File: config.mk
export PLATFORM = sky130hd
export DESIGN_NAME = bridge_pwm_nphase
export DESIGN_NICKNAME = d
export VERILOG_FILES = /design/src/rtl/bridge_pwm_pkg.sv /design/src/rtl/pwm_phase_chan.sv /design/src/rtl/bridge_pwm_nphase.sv
export SDC_FILE = /design/constraint.sdc
export NUM_CORES = 1
export LEC_CHECK = 0
export BUFFER_PORTS_ARGS = -buffer_cell sky130_fd_sc_hd__buf_4
export CAP_MARGIN = 20
export CORE_UTILIZATION = 35
export CTS_CLUSTER_SIZE = 28
export DETAILED_ROUTE_END_ITERATION = 16
export GPL_ROUTABILITY_DRIVEN = 0
export MAX_ROUTING_LAYER = met4
export SYNTH_ARGS = -nofsm -noshare
export SYNTH_HDL_FRONTEND = slang
export SYNTH_SLANG_ARGS = --single-unit
export TNS_END_PERCENT = 100
File: constraint.sdc
create_clock -name SYSCLK -period 2.88 [get_ports SYSCLK]
set_input_delay 0.432 -clock SYSCLK [delete_from_list [all_inputs] [get_ports SYSCLK]]
set_output_delay 0.432 -clock SYSCLK [all_outputs]
set_load 0.03 [all_outputs]
File: src/rtl/bridge_pwm_pkg.sv
// rtl/bridge_pwm_pkg.sv - register map, field indices, state encoding and reset values for bridge_pwm_nphase
package bridge_pwm_pkg;

    localparam logic [3:0] ADDR_CTRL      = 4'd0;
    localparam logic [3:0] ADDR_STATUS    = 4'd1;
    localparam logic [3:0] ADDR_PERIOD    = 4'd2;
    localparam logic [3:0] ADDR_STEP      = 4'd3;
    localparam logic [3:0] ADDR_ONTIME    = 4'd4;
    localparam logic [3:0] ADDR_SAMP_OFS  = 4'd5;
    localparam logic [3:0] ADDR_OVERI_SET = 4'd6;
    localparam logic [3:0] ADDR_BURST     = 4'd7;
    localparam logic [3:0] ADDR_CYCLES    = 4'd8;

    localparam int CTRL_EN    = 0;
    localparam int CTRL_POL   = 1;
    localparam int CTRL_BURST = 2;
    localparam int CTRL_FCLR  = 3;

    localparam int STAT_OC    = 2;
    localparam int STAT_FAULT = 3;

    typedef enum logic [1:0] {
        ST_IDLE  = 2'd0,
        ST_RUN   = 2'd1,
        ST_DONE  = 2'd2,
        ST_FAULT = 2'd3
    } state_t;

    localparam logic [31:0] RST_PERIOD    = 32'h0000_0F9F;
    localparam logic [31:0] RST_STEP      = 32'h0000_0535;
    localparam logic [31:0] RST_ONTIME    = 32'h0000_0258;
    localparam logic [31:0] RST_SAMP_OFS  = 32'h0000_012C;
    localparam logic [31:0] RST_OVERI_SET = 32'h0000_012C;
    localparam logic [31:0] RST_BURST     = 32'h0000_0000;

endpackage

File: src/rtl/pwm_phase_chan.sv
// rtl/pwm_phase_chan.sv - one PWM leg: on-counter started/restarted by a start pulse
module pwm_phase_chan #(
    parameter int CNT_W = 16
) (
    input  logic             SYSCLK,
    input  logic             RSTb,
    input  logic             clr,
    input  logic             start,
    input  logic [CNT_W-1:0] ontime,
    output logic             active,
    output logic [CNT_W-1:0] oncnt
);

    // oncnt runs 0..ontime-1 across the active cycles; widened so ontime at max never wraps
    logic last;
    assign last = ({1'b0, oncnt} + (CNT_W+1)'(1)) == {1'b0, ontime};

    always_ff @(posedge SYSCLK or negedge RSTb) begin
        if (!RSTb) begin
            active <= 1'b0;
            oncnt  <= '0;
        end else if (clr) begin
            active <= 1'b0;
            oncnt  <= '0;
        end else if (start) begin
            active <= (ontime != '0);
            oncnt  <= '0;
        end else if (active) begin
            if (last) begin
                active <= 1'b0;
                oncnt  <= '0;
            end else begin
                oncnt <= oncnt + CNT_W'(1);
            end
        end
    end

endmodule

File: src/rtl/bridge_pwm_nphase.sv
// rtl/bridge_pwm_nphase.sv - N-leg staggered bridge PWM with shadowed timing, burst mode and fault handling
module bridge_pwm_nphase
    import bridge_pwm_pkg::*;
#(
    parameter int N_PHASE     = 3,
    parameter int CNT_W       = 16,
    parameter int SYNC_STAGES = 2
) (
    input  logic               SYSCLK,
    input  logic               RSTb,
    input  logic [3:0]         OPB_ADDR,
    input  logic [31:0]        OPB_DI,
    input  logic               OPB_WE,
    input  logic               OPB_RE,
    output logic [31:0]        OPB_DO,
    output logic [N_PHASE-1:0] PD_PWM,
    output logic               PD_ENABLE,
    output logic               CUR_SAMP,
    input  logic               OVER_CURR,
    input  logic               FAULTb
);

    state_t state_q, state_d;

    logic             ctrl_en, ctrl_pol, ctrl_burst;
    logic [CNT_W-1:0] period_r, step_r, ontime_r, samp_r, overi_r, burst_r;
    logic [CNT_W-1:0] period_sh, step_sh, ontime_sh, samp_sh;
    logic [CNT_W-1:0] pcnt, cycles, oc_cnt;
    logic             oc_latched, fault_latched;

    logic [SYNC_STAGES-1:0] oc_sync, fb_sync;
    logic                   oc_s, fb_s;

    logic             wr_ctrl, en_eff, fclr;
    logic             oc_lat_d, ft_lat_d, fault_d;
    logic             run, wrap, burst_hit, run_entry;
    logic [CNT_W-1:0] wdata;
    logic [31:0]      rd_data;

    logic [N_PHASE-1:0] leg_act;
    logic [CNT_W-1:0]   leg0_cnt;

    assign wdata   = OPB_DI[CNT_W-1:0];
    assign wr_ctrl = OPB_WE && (OPB_ADDR == ADDR_CTRL);
    // A CTRL write takes effect on the state machine in the same cycle it is issued
    assign en_eff  = wr_ctrl ? OPB_DI[CTRL_EN] : ctrl_en;

    generate
        if (CNT_W < 32) begin : g_di_pad
            logic unused_di;
            assign unused_di = ^OPB_DI[31:CNT_W];
        end
    endgenerate

    always_ff @(posedge SYSCLK or negedge RSTb) begin
        if (!RSTb) begin
            oc_sync <= '0;
            fb_sync <= '1;
        end else begin
            oc_sync[0] <= OVER_CURR;
            fb_sync[0] <= FAULTb;
            for (int i = 1; i < SYNC_STAGES; i++) begin
                oc_sync[i] <= oc_sync[i-1];
                fb_sync[i] <= fb_sync[i-1];
            end
        end
    end

    assign oc_s = oc_sync[SYNC_STAGES-1];
    assign fb_s = fb_sync[SYNC_STAGES-1];

    // Clearing wins over a set in the same cycle; the over-current count is already zero next cycle
    assign fclr     = wr_ctrl && OPB_DI[CTRL_FCLR] && (state_q == ST_FAULT) && !oc_s && fb_s;
    assign oc_lat_d = !fclr && (oc_latched || (oc_cnt > overi_r));
    assign ft_lat_d = !fclr && (fault_latched || !fb_s);
    assign fault_d  = oc_lat_d || ft_lat_d;

    assign run       = (state_q == ST_RUN);
    assign wrap      = run && (pcnt == period_sh);
    assign burst_hit = ctrl_burst && (burst_r != '0) && ((cycles + CNT_W'(1)) == burst_r);
    assign run_entry = !run && (state_d == ST_RUN);

    always_comb begin
        state_d = state_q;
        if (fault_d) begin
            state_d = ST_FAULT;
        end else begin
            case (state_q)
                ST_IDLE:  if (en_eff) state_d = ST_RUN;
                ST_RUN: begin
                    if (!en_eff)               state_d = ST_IDLE;
                    else if (wrap && burst_hit) state_d = ST_DONE;
                end
                ST_DONE:  if (!en_eff) state_d = ST_IDLE;
                ST_FAULT: state_d = ST_IDLE;
                default:  state_d = ST_IDLE;
            endcase
        end
    end

    always_ff @(posedge SYSCLK or negedge RSTb) begin
        if (!RSTb) begin
            ctrl_en    <= 1'b0;
            ctrl_pol   <= 1'b1;
            ctrl_burst <= 1'b0;
            period_r   <= CNT_W'(RST_PERIOD);
            step_r     <= CNT_W'(RST_STEP);
            ontime_r   <= CNT_W'(RST_ONTIME);
            samp_r     <= CNT_W'(RST_SAMP_OFS);
            overi_r    <= CNT_W'(RST_OVERI_SET);
            burst_r    <= CNT_W'(RST_BURST);
        end else begin
            if (OPB_WE) begin
                case (OPB_ADDR)
                    ADDR_CTRL: begin
                        ctrl_en    <= OPB_DI[CTRL_EN];
                        ctrl_pol   <= OPB_DI[CTRL_POL];
                        ctrl_burst <= OPB_DI[CTRL_BURST];
                    end
                    ADDR_PERIOD:    period_r <= wdata;
                    ADDR_STEP:      step_r   <= wdata;
                    ADDR_ONTIME:    ontime_r <= wdata;
                    ADDR_SAMP_OFS:  samp_r   <= wdata;
                    ADDR_OVERI_SET: overi_r  <= wdata;
                    ADDR_BURST:     burst_r  <= wdata;
                    default: ;
                endcase
            end
            if (fault_d) ctrl_en <= 1'b0;
        end
    end

    always_ff @(posedge SYSCLK or negedge RSTb) begin
        if (!RSTb) begin
            state_q       <= ST_IDLE;
            oc_latched    <= 1'b0;
            fault_latched <= 1'b0;
            oc_cnt        <= '0;
            pcnt          <= '0;
            cycles        <= '0;
            period_sh     <= CNT_W'(RST_PERIOD);
            step_sh       <= CNT_W'(RST_STEP);
            ontime_sh     <= CNT_W'(RST_ONTIME);
            samp_sh       <= CNT_W'(RST_SAMP_OFS);
        end else begin
            state_q       <= state_d;
            oc_latched    <= oc_lat_d;
            fault_latched <= ft_lat_d;

            if (!oc_s)              oc_cnt <= '0;
            else if (oc_cnt != '1)  oc_cnt <= oc_cnt + CNT_W'(1);

            if (state_d != ST_RUN || run_entry || wrap) pcnt <= '0;
            else                                        pcnt <= pcnt + CNT_W'(1);

            if (run_entry)  cycles <= '0;
            else if (wrap)  cycles <= cycles + CNT_W'(1);

            if (run_entry || wrap) begin
                period_sh <= period_r;
                step_sh   <= step_r;
                ontime_sh <= ontime_r;
                samp_sh   <= samp_r;
            end
        end
    end

    generate
        for (genvar k = 0; k < N_PHASE; k++) begin : g_leg
            logic [CNT_W+2:0] start_at;
            logic [CNT_W-1:0] cnt_k;
            logic             start_k;

            assign start_at = {3'b000, step_sh} * (CNT_W+3)'(k);
            assign start_k  = run && ({3'b000, pcnt} == start_at);

            pwm_phase_chan #(.CNT_W(CNT_W)) u_chan (
                .SYSCLK (SYSCLK),
                .RSTb   (RSTb),
                .clr    (!run),
                .start  (start_k),
                .ontime (ontime_sh),
                .active (leg_act[k]),
                .oncnt  (cnt_k)
            );

            assign PD_PWM[k] = ctrl_pol ? (leg_act[k] && run) : !(leg_act[k] && run);

            if (k == 0) begin : g_cnt0
                assign leg0_cnt = cnt_k;
            end else begin : g_cnt_n
                logic unused_cnt;
                assign unused_cnt = ^cnt_k;
            end
        end
    endgenerate

    assign PD_ENABLE = run;
    assign CUR_SAMP  = run && leg_act[0] && (leg0_cnt == samp_sh);

    always_comb begin
        rd_data = '0;
        case (OPB_ADDR)
            ADDR_CTRL: begin
                rd_data[CTRL_EN]    = ctrl_en;
                rd_data[CTRL_POL]   = ctrl_pol;
                rd_data[CTRL_BURST] = ctrl_burst;
            end
            ADDR_STATUS: begin
                rd_data[1:0]        = state_q;
                rd_data[STAT_OC]    = oc_latched;
                rd_data[STAT_FAULT] = fault_latched;
            end
            ADDR_PERIOD:    rd_data = 32'(period_r);
            ADDR_STEP:      rd_data = 32'(step_r);
            ADDR_ONTIME:    rd_data = 32'(ontime_r);
            ADDR_SAMP_OFS:  rd_data = 32'(samp_r);
            ADDR_OVERI_SET: rd_data = 32'(overi_r);
            ADDR_BURST:     rd_data = 32'(burst_r);
            ADDR_CYCLES:    rd_data = 32'(cycles);
            default:        rd_data = '0;
        endcase
    end

    assign OPB_DO = OPB_RE ? rd_data : '0;

endmodule

[Word-level counts from Yosys, hierarchy flattened]
Index checks and enable logic that the tools add are counted.
Storage, ports and cells
  flip-flop bits (word level): 270
  latch bits: 0
  RAM bits: 0
  bits in read-only memories: 0
  input port bits: 42
  output and inout port bits: 37
  logic and storage cells: 157
  memories kept: 0
Cells by class
  add/subtract/negate cells: 9
  multiply operators: 0
  div/mod/pow operators: 0
  order comparisons: 1
  equal/unequal tests: 26
  shift operators: 0
  multiplexer cells: 46
  bitwise logic cells: 0
  reductions and logical operators: 48
Operators by type and width (number)
  $mux 16: 17
  $add 16x1->16 const B: 6
  $pmux 12 s7: 1
  $eq 16x16->1: 4
  $add 16x1->17 const B: 3
  $eq 17x16->1: 3
  $mux 32: 1
  $reduce_bool 16->1: 2
  $pmux 3 s9: 1
  $logic_and 1x1->1: 19
  $logic_not 19->1: 1
  $mux 1: 19
  $eq 16x17->1: 1
  $eq 4x3->1 const B: 4
  $gt 16x16->1: 1
  $ne 16x16->1 const B: 1
  $reduce_and 2->1: 8
  $mux 2: 5
  $ne 3x1->1 const B: 3
  $eq 4x2->1 const B: 2
  $pmux 1 s8: 1
  $pmux 2 s4: 1
  $logic_not 1->1: 7
  $logic_or 1x1->1: 6
  other kinds (8): 13

[Depth between registers and ports, before layout]
Gate-level depths: netlist (run 1).
  word-level depth: 15
  depth in mapped cells: 12
  depth with buffers taken out: 10

[Hierarchy]
Synthesis (run 1) repeated with hierarchy kept, for this count alone.
Second synthesis, totals
  cells, all modules: 1527
  area, all modules: 16173.0 um^2
Modules (own cells, without submodules)
  bridge_pwm_nphase: instances 1, cells each 1003, area each 11623.6 um^2
  pwm_phase_chan at g_leg[0].u_chan ...: instances 2, cells each 175, area each 1498.9 um^2
  pwm_phase_chan at g_leg[2].u_chan: instances 1, cells each 174, area each 1551.5 um^2

[Worst setup path before layout (run 1)]
OpenSTA, ideal clock, no wires.
  kind: register -> register
  start point: register overi_r[8]
  end point: register ontime_sh[0]
  setup time: 0.125 ns
  arrival: 2.759 ns
  data required time: 2.755 ns
  setup slack: -0.004 ns
  cell stages (with the launch flop): 13
  buffers on the path: 2
  clock period less this slack: 2.884 ns
  cells stage by stage: dfstp_2 -> inv_1 -> ha_1 -> nand4_1 -> nor3_1 -> o21ai_0 -> and3_1 -> a21o_1 -> and3_1 -> buf_2 -> nor2_2 -> buf_2 -> mux2_2
On the way
  longest elaborated chain between the ends: 8
RTL lines
  start: declaration: RTL line bridge_pwm_nphase.sv:26  | logic [CNT_W-1:0] period_r, step_r, ontime_r, samp_r, overi_r, burst_r;
  start signal: assignment: RTL line bridge_pwm_nphase.sv:110  | overi_r <= CNT_W'(RST_OVERI_SET);
  start signal: assignment: RTL line bridge_pwm_nphase.sv:124  | ADDR_OVERI_SET: overi_r <= wdata;
  $gt 16x16->1: RTL line bridge_pwm_nphase.sv:74  | assign oc_lat_d = !fclr && (oc_latched || (oc_cnt > overi_r));
  $logic_or 1x1->1: RTL line bridge_pwm_nphase.sv:74
  $logic_and 1x1->1: RTL line bridge_pwm_nphase.sv:74
  $logic_or 1x1->1: RTL line bridge_pwm_nphase.sv:76  | assign fault_d = oc_lat_d || ft_lat_d;
  $mux 2: RTL line bridge_pwm_nphase.sv:85  | if (fault_d) begin
  $eq 2x1->1: RTL line bridge_pwm_nphase.sv:81  | assign run_entry = !run && (state_d == ST_RUN);
  $logic_and 1x1->1: RTL line bridge_pwm_nphase.sv:81
  $logic_or 1x1->1: RTL line bridge_pwm_nphase.sv:159  | if (run_entry || wrap) begin
  end signal: assignment: RTL line bridge_pwm_nphase.sv:143  | ontime_sh <= CNT_W'(RST_ONTIME);
  end signal: assignment: RTL line bridge_pwm_nphase.sv:162  | ontime_sh <= ontime_r;
  end: declaration: RTL line bridge_pwm_nphase.sv:27  | logic [CNT_W-1:0] period_sh, step_sh, ontime_sh, samp_sh;
Every way passes these cells.
A chain may end at the register's enable or synchronous reset.

[Final worst setup path (run 1)]
  start point: register overi_r[5]
  end point: register step_sh[1]
On the way
  longest elaborated chain between the ends: 8
RTL lines
  $gt 16x16->1: RTL line bridge_pwm_nphase.sv:74
  $logic_or 1x1->1: RTL line bridge_pwm_nphase.sv:74
  $logic_and 1x1->1: RTL line bridge_pwm_nphase.sv:74
  $logic_or 1x1->1: RTL line bridge_pwm_nphase.sv:76
  $mux 2: RTL line bridge_pwm_nphase.sv:85
  $eq 2x1->1: RTL line bridge_pwm_nphase.sv:81
  $logic_and 1x1->1: RTL line bridge_pwm_nphase.sv:81
  $logic_or 1x1->1: RTL line bridge_pwm_nphase.sv:159
  end signal: assignment: RTL line bridge_pwm_nphase.sv:142  | step_sh <= CNT_W'(RST_STEP);
  end signal: assignment: RTL line bridge_pwm_nphase.sv:161  | step_sh <= step_r;
  end: declaration: RTL line bridge_pwm_nphase.sv:27
Every way passes these cells.

==> results of run 1 <==
==> flip-flops by register name, indices dropped and copies added (netlist names) <==
register             count
burst_r                 16
ctrl_burst               1
ctrl_en                  1
ctrl_pol                 1
cycles                  16
fault_latched            1
fb_sync                  2
g_leg.u_chan.active      3
g_leg.u_chan.oncnt      48
oc_cnt                  16
oc_latched               1
oc_sync                  2
ontime_r                16
ontime_sh               16
overi_r                 16
pcnt                    16
period_r                16
period_sh               16
samp_r                  16
samp_sh                 16
state_q                  2
step_r                  16
step_sh                 16
==> critical path, delay by kind of cell, from the launching register on <==
family	cells	cell delay, ns
and+or+nand+nor	5	0.90
DFF	1	0.54
AOI/OAI and AO/OA	2	0.28
muxes	1	0.33
adders and majority gates	1	0.25
buffers and inverters	3	0.39
==> power groups by stage <==
stage	registers (mW)	clock network, mW	logic [mW]
after floorplan	4.64	0	1.36
after global placement	4.89	0	1.79
after detailed placement	4.91	0	1.84
after CTS	4.85	4.30	1.86
after global routing	4.92	4.46	2.08
final	4.86	4.21	1.89
==> what timing repair did <==
item | CTS | global route
hold buffers | 3 | 0
pin swaps | 0 | 6
cloned | 0 | 7
endpoints found under the hold margin | 62 | 0
endpoints found under the setup margin | 48 | 102
setup buffers | 0 | 3
resized for setup | 2 | 41
==> routing by layer <==
metal / GRT usage (%) / vias up
li1: - / 5770
met1: 27.01 / 6302
met2: 31.03 / 385
met3: 3.348 / 72
met4: 5.833 / 0
met5: - / -
==> through the flow <==
stage / setup slack (ns) / utilization (%) / cells
6_report: 0.07435 / 41.98 / 2259
5_1_grt: -0.05175 / 41.98 / 2259
4_1_cts: 0.02638 / 41.30 / 2248
3_5_place_dp: -0.07790 / 38.68 / 2183
3_3_place_gp: 0.002957 / 38.68 / 2183
2_1_floorplan: -0.003683 / - / 1579
==> cell usage in the layout, fill, tap and decap left out, drive strengths merged, types with 8 or more instances in the layout <==
cell / n
and2: 10
mux2: 163
nor3: 35
nand4: 40
a21o: 10
nand3: 60
a22oi: 25
clkbuf: 52
and4: 10
or3: 18
nor3b: 8
nor2b: 11
clkinv: 10
nand2: 90
ha: 23
and3: 28
xor2: 84
xnor2: 100
a31oi: 34
nand2b: 12
nor2: 119
inv: 47
a21oi: 43
dfstp: 55
o21ai: 35
buf: 137
conb: 16
nor4: 34
dfrtp: 215
mux2i: 22
a222oi: 15
==> area by class of cell <==
| class | instances | share of cell area [%] |
|---|---|---|
| Antenna cell | 1 | 0.01345 |
| Multi-Input combinational cell | 1143 | 45.35 |
| Clock buffer | 48 | 5.400 |
| Sequential cell | 270 | 36.69 |
| Tap cell | 592 | 3.981 |
| Inverter | 47 | 0.9683 |
| Timing Repair Buffer | 144 | 6.980 |
| Clock inverter | 14 | 0.6187 |
==> synthesized netlist by cell type (4+ instances only) <==
cell,number
xnor2_1,100
and4_1,10
dfstp_2,55
a22o_1,7
a21o_1,10
a211oi_1,6
o2111ai_1,4
nand4b_1,7
a22oi_1,25
dfrtp_1,215
a31o_2,5
a31oi_1,34
nor2b_1,11
and3_1,28
nor3b_1,8
xor2_1,84
or3_1,18
clkbuf_1,69
nand2b_1,12
nand2_1,90
ha_1,23
mux2i_1,22
mux2_2,160
a21oi_1,42
buf_1,6
o211ai_1,4
o21ai_0,34
nand3_1,59
a222oi_1,15
o31ai_1,5
and2_1,10
a211o_1,4
a2111oi_0,7
nor2_1,116
nor3_1,33
buf_2,26
nor4_1,34
inv_1,46
nand4_1,39
buf_4,16
==> kinds of logic after synthesis <==
logic type               after synthesis
other                                  1
multiplexers                         185
flip-flops                           270
adder cells (fa/ha/maj)               23
XOR/XNOR                             184
buffers and inverters                167
AO/OA/AOI/OAI                        238
AND/OR/NAND/NOR                      496
==> worst min-delay path by stage <==
| stage | from | endpoint | slack [ns] | depth (start not counted) |
|---|---|---|---|---|
| 6_report | OPB_DI[4] | overi_r[4] | 0.20 | 2 |
| 2_1_floorplan | RSTb | burst_r[0] | 0.14 | 0 |
| 3_3_place_gp | fb_sync[0] | fb_sync[1] | 0.35 | 0 |
| 3_5_place_dp | fb_sync[0] | fb_sync[1] | 0.35 | 0 |
| 5_1_grt | OPB_DI[4] | overi_r[4] | 0.19 | 2 |
| 4_1_cts | OPB_DI[4] | overi_r[4] | 0.17 | 2 |
==> impl_metrics.env, run 1 <==
export IMPL_path_clk_slew_ns=0.06
export IMPL_wl_met2_mm=21.35
export IMPL_wire_per_inst_microns=20.30
export IMPL_drc=0
export IMPL_cts_max_level=2
export IMPL_start_util_pct=35.58
export IMPL_die_width_microns=214.2
export IMPL_final_period_utilization_pct=97.42
export IMPL_drv_cap=0
export IMPL_yosysTopAreaCell="dfrtp_1"
export IMPL_slew_limit_headroom_pct=39.08
export IMPL_grt_overflow=0
export IMPL_firstDrtPassIters=5
export IMPL_setup_violations=0
export IMPL_nets=1705
export IMPL_top_layer_used="met4"
export IMPL_critical_path_endpoint="step_sh[1]"
export IMPL_critPathMaxStageDelay_ns=0.54
export IMPL_irDropWorstVdd_mv=0.4261
export IMPL_cts_sinks=270
export IMPL_synth_area_leaders="dfrtp_1, mux2_2, dfstp_2"
export IMPL_finClkSkew_ns=0.01848
export IMPL_yosysTopAreaCellShare_pct=34.12
export IMPL_synth_mux_area_share_pct=13.04
export IMPL_ys_seq_area_share_pct=43.29
export IMPL_leakagePower_nw=7.994
export IMPL_netSwitchingPower_mw=3.249
export IMPL_cp_startpoint="overi_r[5]"
export IMPL_regArea_sq_um=6827
export IMPL_cts_buffers=34
export IMPL_synth_simple_area_share_pct=16.36
export IMPL_grt_pass1_wl_mm=70.78
export IMPL_ff2ff_path_depth=12
export IMPL_whs_ns=0.2049
export IMPL_tightest_slew_ns=0.9115
export IMPL_fmax_ghz=0.3564
export IMPL_grt_usage_pct=20.08
export IMPL_antenna_left=0
export IMPL_fillers=4307
export IMPL_ioPinCount=79
export IMPL_r2r_slack_ns=0.07
export IMPL_r2r_end="step_sh[1]"
export IMPL_rsz0062_at_grt="true"
export IMPL_drv_slew=0
export IMPL_min_path_type="primary input to flop"
export IMPL_via_per_inst=5.546
export IMPL_synth_top_family_by_area="simple AND/OR/NAND/NOR gates"
export IMPL_power_density_nw_per_um2=589.2
export IMPL_area_growth_syn_to_layout_pct=18.01
export IMPL_final_area_sq_um=18610
export IMPL_synth_edf_count=0
export IMPL_worstSkewPairLatency_ns=0.55
export IMPL_cpMaxStageDelayCell="dfstp_2"
export IMPL_wl_met1_mm=20.62
export IMPL_p_sw_share_pct=29.63
export IMPL_grt_max_degree=78
export IMPL_portBuffers=46
export IMPL_antenna_found_initial=2
export IMPL_internal_power_mw=7.714
export IMPL_netlist_instances=1564
export IMPL_core_area_sq_um=44320
export IMPL_synth_compound_gate_area_share_pct=10.61
export IMPL_cp_cell_sequence="inv_2, ha_4, nand4_1, nor3_2, o21ai_1, and3_1, a21o_1, and3_4, nor2_4, buf_12, clkbuf_16, mux2_2"
export IMPL_timing_setup_tns_ns=0
export IMPL_p_clk_share_pct=38.4
export IMPL_critPathKind="flop to flop"
export IMPL_multi_input_area_sq_um=8438
export IMPL_via_count=12530
export IMPL_required_ns=3.31
export IMPL_yosys_warnings=0
export IMPL_row_count=77
export IMPL_clockBufferDepth=3
export IMPL_regToRegStartpoint="overi_r[5]"
export IMPL_ys_flop_type="dfrtp_1"
export IMPL_postPlaceCellArea_sq_um=17140
export IMPL_synth_seq_cells=270
export IMPL_drive_gt1_share_pct=27.13
export IMPL_synth_fa_ha_area_share_pct=1.825
export IMPL_ys_types=80
export IMPL_period_minus_slack_ns=2.806
export IMPL_drt_total_wl_mm=45.85
export IMPL_chipHeight_microns=214.2
export IMPL_worst_path_max_fanout=8
export IMPL_outcome="complete, no violations"
export IMPL_pwr_share_seq_pct=44.4
export IMPL_synth_xor_area_share_pct=10.22
export IMPL_synth_area_sq_um=15770
export IMPL_cts_root_buf="clkbuf_16"
export IMPL_async_reset_ff_share_pct=100.0
export IMPL_hold_viol=0
export IMPL_arrival_ns=3.24
export IMPL_grt_pass1_vias=12170
export IMPL_startpoint_type="flop"
export IMPL_drtIter0Drc=986
export IMPL_combPwrFrac_pct=17.2
export IMPL_wl_met3_mm=2.839
export IMPL_hpwl_mm=32.15
export IMPL_avgSynthCellArea_sq_um=10.08
export IMPL_die_area_sq_um=45900
export IMPL_fin_total_pwr_mw=10.96
export IMPL_cts_tree="done"
export IMPL_critPathCaptureType="flop"
No activity file was read; power rests on OpenSTA's default activity.
==> run 2: changes to the inputs <==
--- a/config.mk
+++ b/config.mk
@@ -5,6 +5,7 @@
 export SDC_FILE = /design/constraint.sdc
 export NUM_CORES = 1
 export LEC_CHECK = 0
+export ABC_AREA = 1
 export BUFFER_PORTS_ARGS = -buffer_cell sky130_fd_sc_hd__buf_4
 export CAP_MARGIN = 20
 export CORE_UTILIZATION = 35
==> constraint.sdc (replaced) <==
create_clock -name SYSCLK -period 2.88 [get_ports SYSCLK]
set_input_delay 0.432 -clock SYSCLK [delete_from_list [all_inputs] [get_ports SYSCLK]]
set_output_delay 0.432 -clock SYSCLK [all_outputs]
set_load 0.05 [all_outputs]
==> run 2 against run 1 <==
Compared with the run above:
- combinational power fell by 44%
- wire length is 4.0% higher
- clock skew up 0.0075 ns
- worst setup slack gained 0.069 ns
- utilization fell by 1.3 points
- maximum frequency up 2.5%
- critical endpoint is now CUR_SAMP
- largest power group unchanged
- highest routed layer unchanged
==> impl_metrics.env, run 2 <==
export IMPL_outcome="complete, no violations"
export IMPL_drv_slew=0
export IMPL_portBuffers=46
export IMPL_clockBufferDepth=3
export IMPL_arrival_ns=2.30
export IMPL_fmax_ghz=0.3654
export IMPL_ioPinCount=79
export IMPL_cts_tree="done"
export IMPL_whs_path_depth=1
export IMPL_ff2ff_path_depth=15
export IMPL_start_util_pct=35.82
export IMPL_synth_seq_cells=270
export IMPL_fillers=4478
export IMPL_avgSynthCellArea_sq_um=7.536
export IMPL_tightest_slew_ns=0.9493
export IMPL_drt_total_wl_mm=47.70
export IMPL_yosysTopAreaCell="dfrtp_1"
export IMPL_path_depth=6
export IMPL_cp_cell_sequence="nor2_4, inv_2, a2111oi_1, nand4_1, nor4_4, buf_4"
export IMPL_nets=2167
export IMPL_worstHoldStart="OVER_CURR"
export IMPL_ys_types=58
export IMPL_drv_cap=0
export IMPL_final_common_cell="nand2_1"
export IMPL_hold_viol=0
export IMPL_postPlaceCellArea_sq_um=16490
export IMPL_worst_path_max_fanout=5
export IMPL_power_density_nw_per_um2=571.4
export IMPL_grt_pass1_wl_mm=76.25
export IMPL_ys_flop_type="dfrtp_1"
export IMPL_worst_slack_ns=0.1433
export IMPL_cts_sinks=270
export IMPL_ys_seq_area_share_pct=43.75
export IMPL_r2r_slack_ns=0.23
export IMPL_place_ws_ns=0.2456
export IMPL_core_area_sq_um=43550
export IMPL_async_reset_ff_share_pct=100.0
export IMPL_required_ns=2.45
export IMPL_r2r_end="samp_sh[6]"
export IMPL_cts_buffers=34
export IMPL_timing_setup_tns_ns=0
export IMPL_grt_overflow=0
export IMPL_regMostFlops="g_leg.u_chan.oncnt"
export IMPL_fin_cells=2713
export IMPL_post_route_util_pct=40.73
export IMPL_final_area_sq_um=17740
export IMPL_firstDrtPassIters=5
export IMPL_leakagePower_nw=8.081
export IMPL_crit_buf_inv=2
export IMPL_synth_edf_count=0
export IMPL_mostFrequentLayoutCells="nand2_1, inv_1, dfrtp_1"
export IMPL_synth_area_leaders="dfrtp_1, nand2_1, dfstp_2"
export IMPL_row_count=76
export IMPL_holdPathEnd="oc_sync[0]"
export IMPL_via_count=14140
export IMPL_slew_limit_headroom_pct=36.56
export IMPL_grt_usage_pct=22.37
export IMPL_wire_per_inst_microns=17.58
export IMPL_synth_top_cells_by_count="nand2_1, inv_1, dfrtp_1"
export IMPL_drive_gt1_share_pct=11.70
export IMPL_cts_root_buf="clkbuf_16"
export IMPL_setup_violations=0
export IMPL_drc=0
export IMPL_drtIter0Drc=1198
export IMPL_regArea_sq_um=6825
export IMPL_yosysTopAreaCellShare_pct=34.49
export IMPL_period_minus_slack_ns=2.737
export IMPL_synth_most_common_cell="nand2_1"
export IMPL_irDropWorstVdd_mv=0.3776
export IMPL_cts_max_level=2
export IMPL_worstSkewPairLatency_ns=0.53
export IMPL_netlist_instances=2070
export IMPL_final_period_utilization_pct=95.02
export IMPL_critPathKind="flop to output pin"
export IMPL_chipHeight_microns=213.1
export IMPL_critPathCaptureType="output pin"
export IMPL_die_width_microns=213.1
export IMPL_yosys_warnings=0
export IMPL_area_growth_syn_to_layout_pct=13.71
export IMPL_cpMaxStageDelayCell="dfrtp_1"
export IMPL_grt_max_degree=79
export IMPL_min_path_type="primary input to flop"
export IMPL_largest_register_ff_count=48
export IMPL_via_per_inst=5.210
export IMPL_regToRegStartpoint="overi_r[15]"
export IMPL_antenna_found_initial=1
export IMPL_crit_family="simple AND/OR/NAND/NOR gates"
export IMPL_startpoint_type="flop"
export IMPL_antenna_left=0
export IMPL_rsz0062_at_grt="false"
export IMPL_path_clk_slew_ns=0.06
export IMPL_diodes=0
export IMPL_grt_pass1_vias=13660
export IMPL_critPathMaxStageDelay_ns=0.45
export IMPL_hpwl_mm=34.78
export IMPL_dp_cells=2648
export IMPL_synth_area_sq_um=15600
export IMPL_die_area_sq_um=45420
export IMPL_finClkSkew_ns=0.02598
export IMPL_multi_input_area_sq_um=7453
==> run 2: cell count changes after synthesis, sizes merged, moves of 28 or more <==
cell | before | now
mux2 | 163 | 0
nand2 | 90 | 619
o21ai | 35 | 222
xor2 | 84 | 56
nand3 | 60 | 162
inv | 46 | 235
a31oi | 34 | 4
nor2 | 118 | 147
and3 | 28 | 0
xnor2 | 100 | 20
==> run 2: final cells by class <==
class                   instances  area share (%)
clock buffers                  49           5.756
clock inverters                13          0.9593
inverters                     238           5.036
multi-input cells            1484           42.02
flip-flops and latches        270           38.48
well taps                     585           4.126
repair buffers                 74           3.626
==> run 2: how the worst max path moves through the flow <==
stage	endpoint	from
6_report	CUR_SAMP	state_q[1]
5_1_grt	samp_sh[2]	overi_r[5]
4_1_cts	CUR_SAMP	state_q[1]
3_5_place_dp	samp_sh[13]	overi_r[5]
3_3_place_gp	OPB_DO[14]	OPB_ADDR[1]
2_1_floorplan	OPB_DO[2]	OPB_ADDR[3]
==> run 2: what timing repair did <==
| action | in CTS | in global routing |
|---|---|---|
| setup buffers | 0 | 0 |
| hold buffers | 2 | 0 |
| endpoints found under the setup margin | 1 | 32 |
| gates cloned | 0 | 0 |
| resized for setup | 2 | 3 |
| endpoints found under the hold margin | 58 | 0 |
==> run 2: cell families (layout without fill, tap and decap cells) <==
family          count (synthesis)  in the layout  share of synthesized area [%]
buf+inv                       331            374                          9.103
simple gates                 1033           1033                          28.71
other cells                     1             16                        0.02404
mux                             1              1                        0.06417
fa+ha+maj                      23             23                          1.845
compound gates                334            334                          12.09
flops                         270            270                          43.75
xor+xnor                       77             77                          4.411
==> run 2: stage by stage <==
step / hold slack [ns] / power (mW)
final: 0.02140 / 10.14
after global routing: 0.006391 / 10.51
after CTS: 0.001944 / 10.21
after detailed placement: 0.3389 / 5.644
after global placement: 0.3347 / 5.603
after floorplan: 0.1364 / 5.114
==> run 2: power breakdown <==
| part | internal [mW] | switching [mW] | leakage [nW] |
|---|---|---|---|
| Combinational | 0.343 | 0.706 | 4.04 |
| Sequential | 4.18 | 0.372 | 3.46 |
| Clock | 2.83 | 1.71 | 0.584 |
==> run 2: worst register-to-register path, cell delays in order (launching register included) <==
cell,delay (ns)
dfrtp_1,0.46
inv_1,0.08
ha_1,0.30
nand2_1,0.07
inv_1,0.06
nand3_1,0.09
nor3_1,0.28
nand2_1,0.09
nand2_1,0.06
nand2_1,0.07
a21oi_2,0.24
nor2_4,0.09
nand4_4,0.15
buf_4,0.31
nand3_1,0.14
nand2_1,0.08
==> run 2: layer usage <==
metal	GRT usage, %	vias up	routed length, microns
met5	-	-	0
met4	10.39	0	2320
met3	2.927	119	2736
met2	33.83	463	21270
met1	29.71	6762	21370
li1	-	6792	-
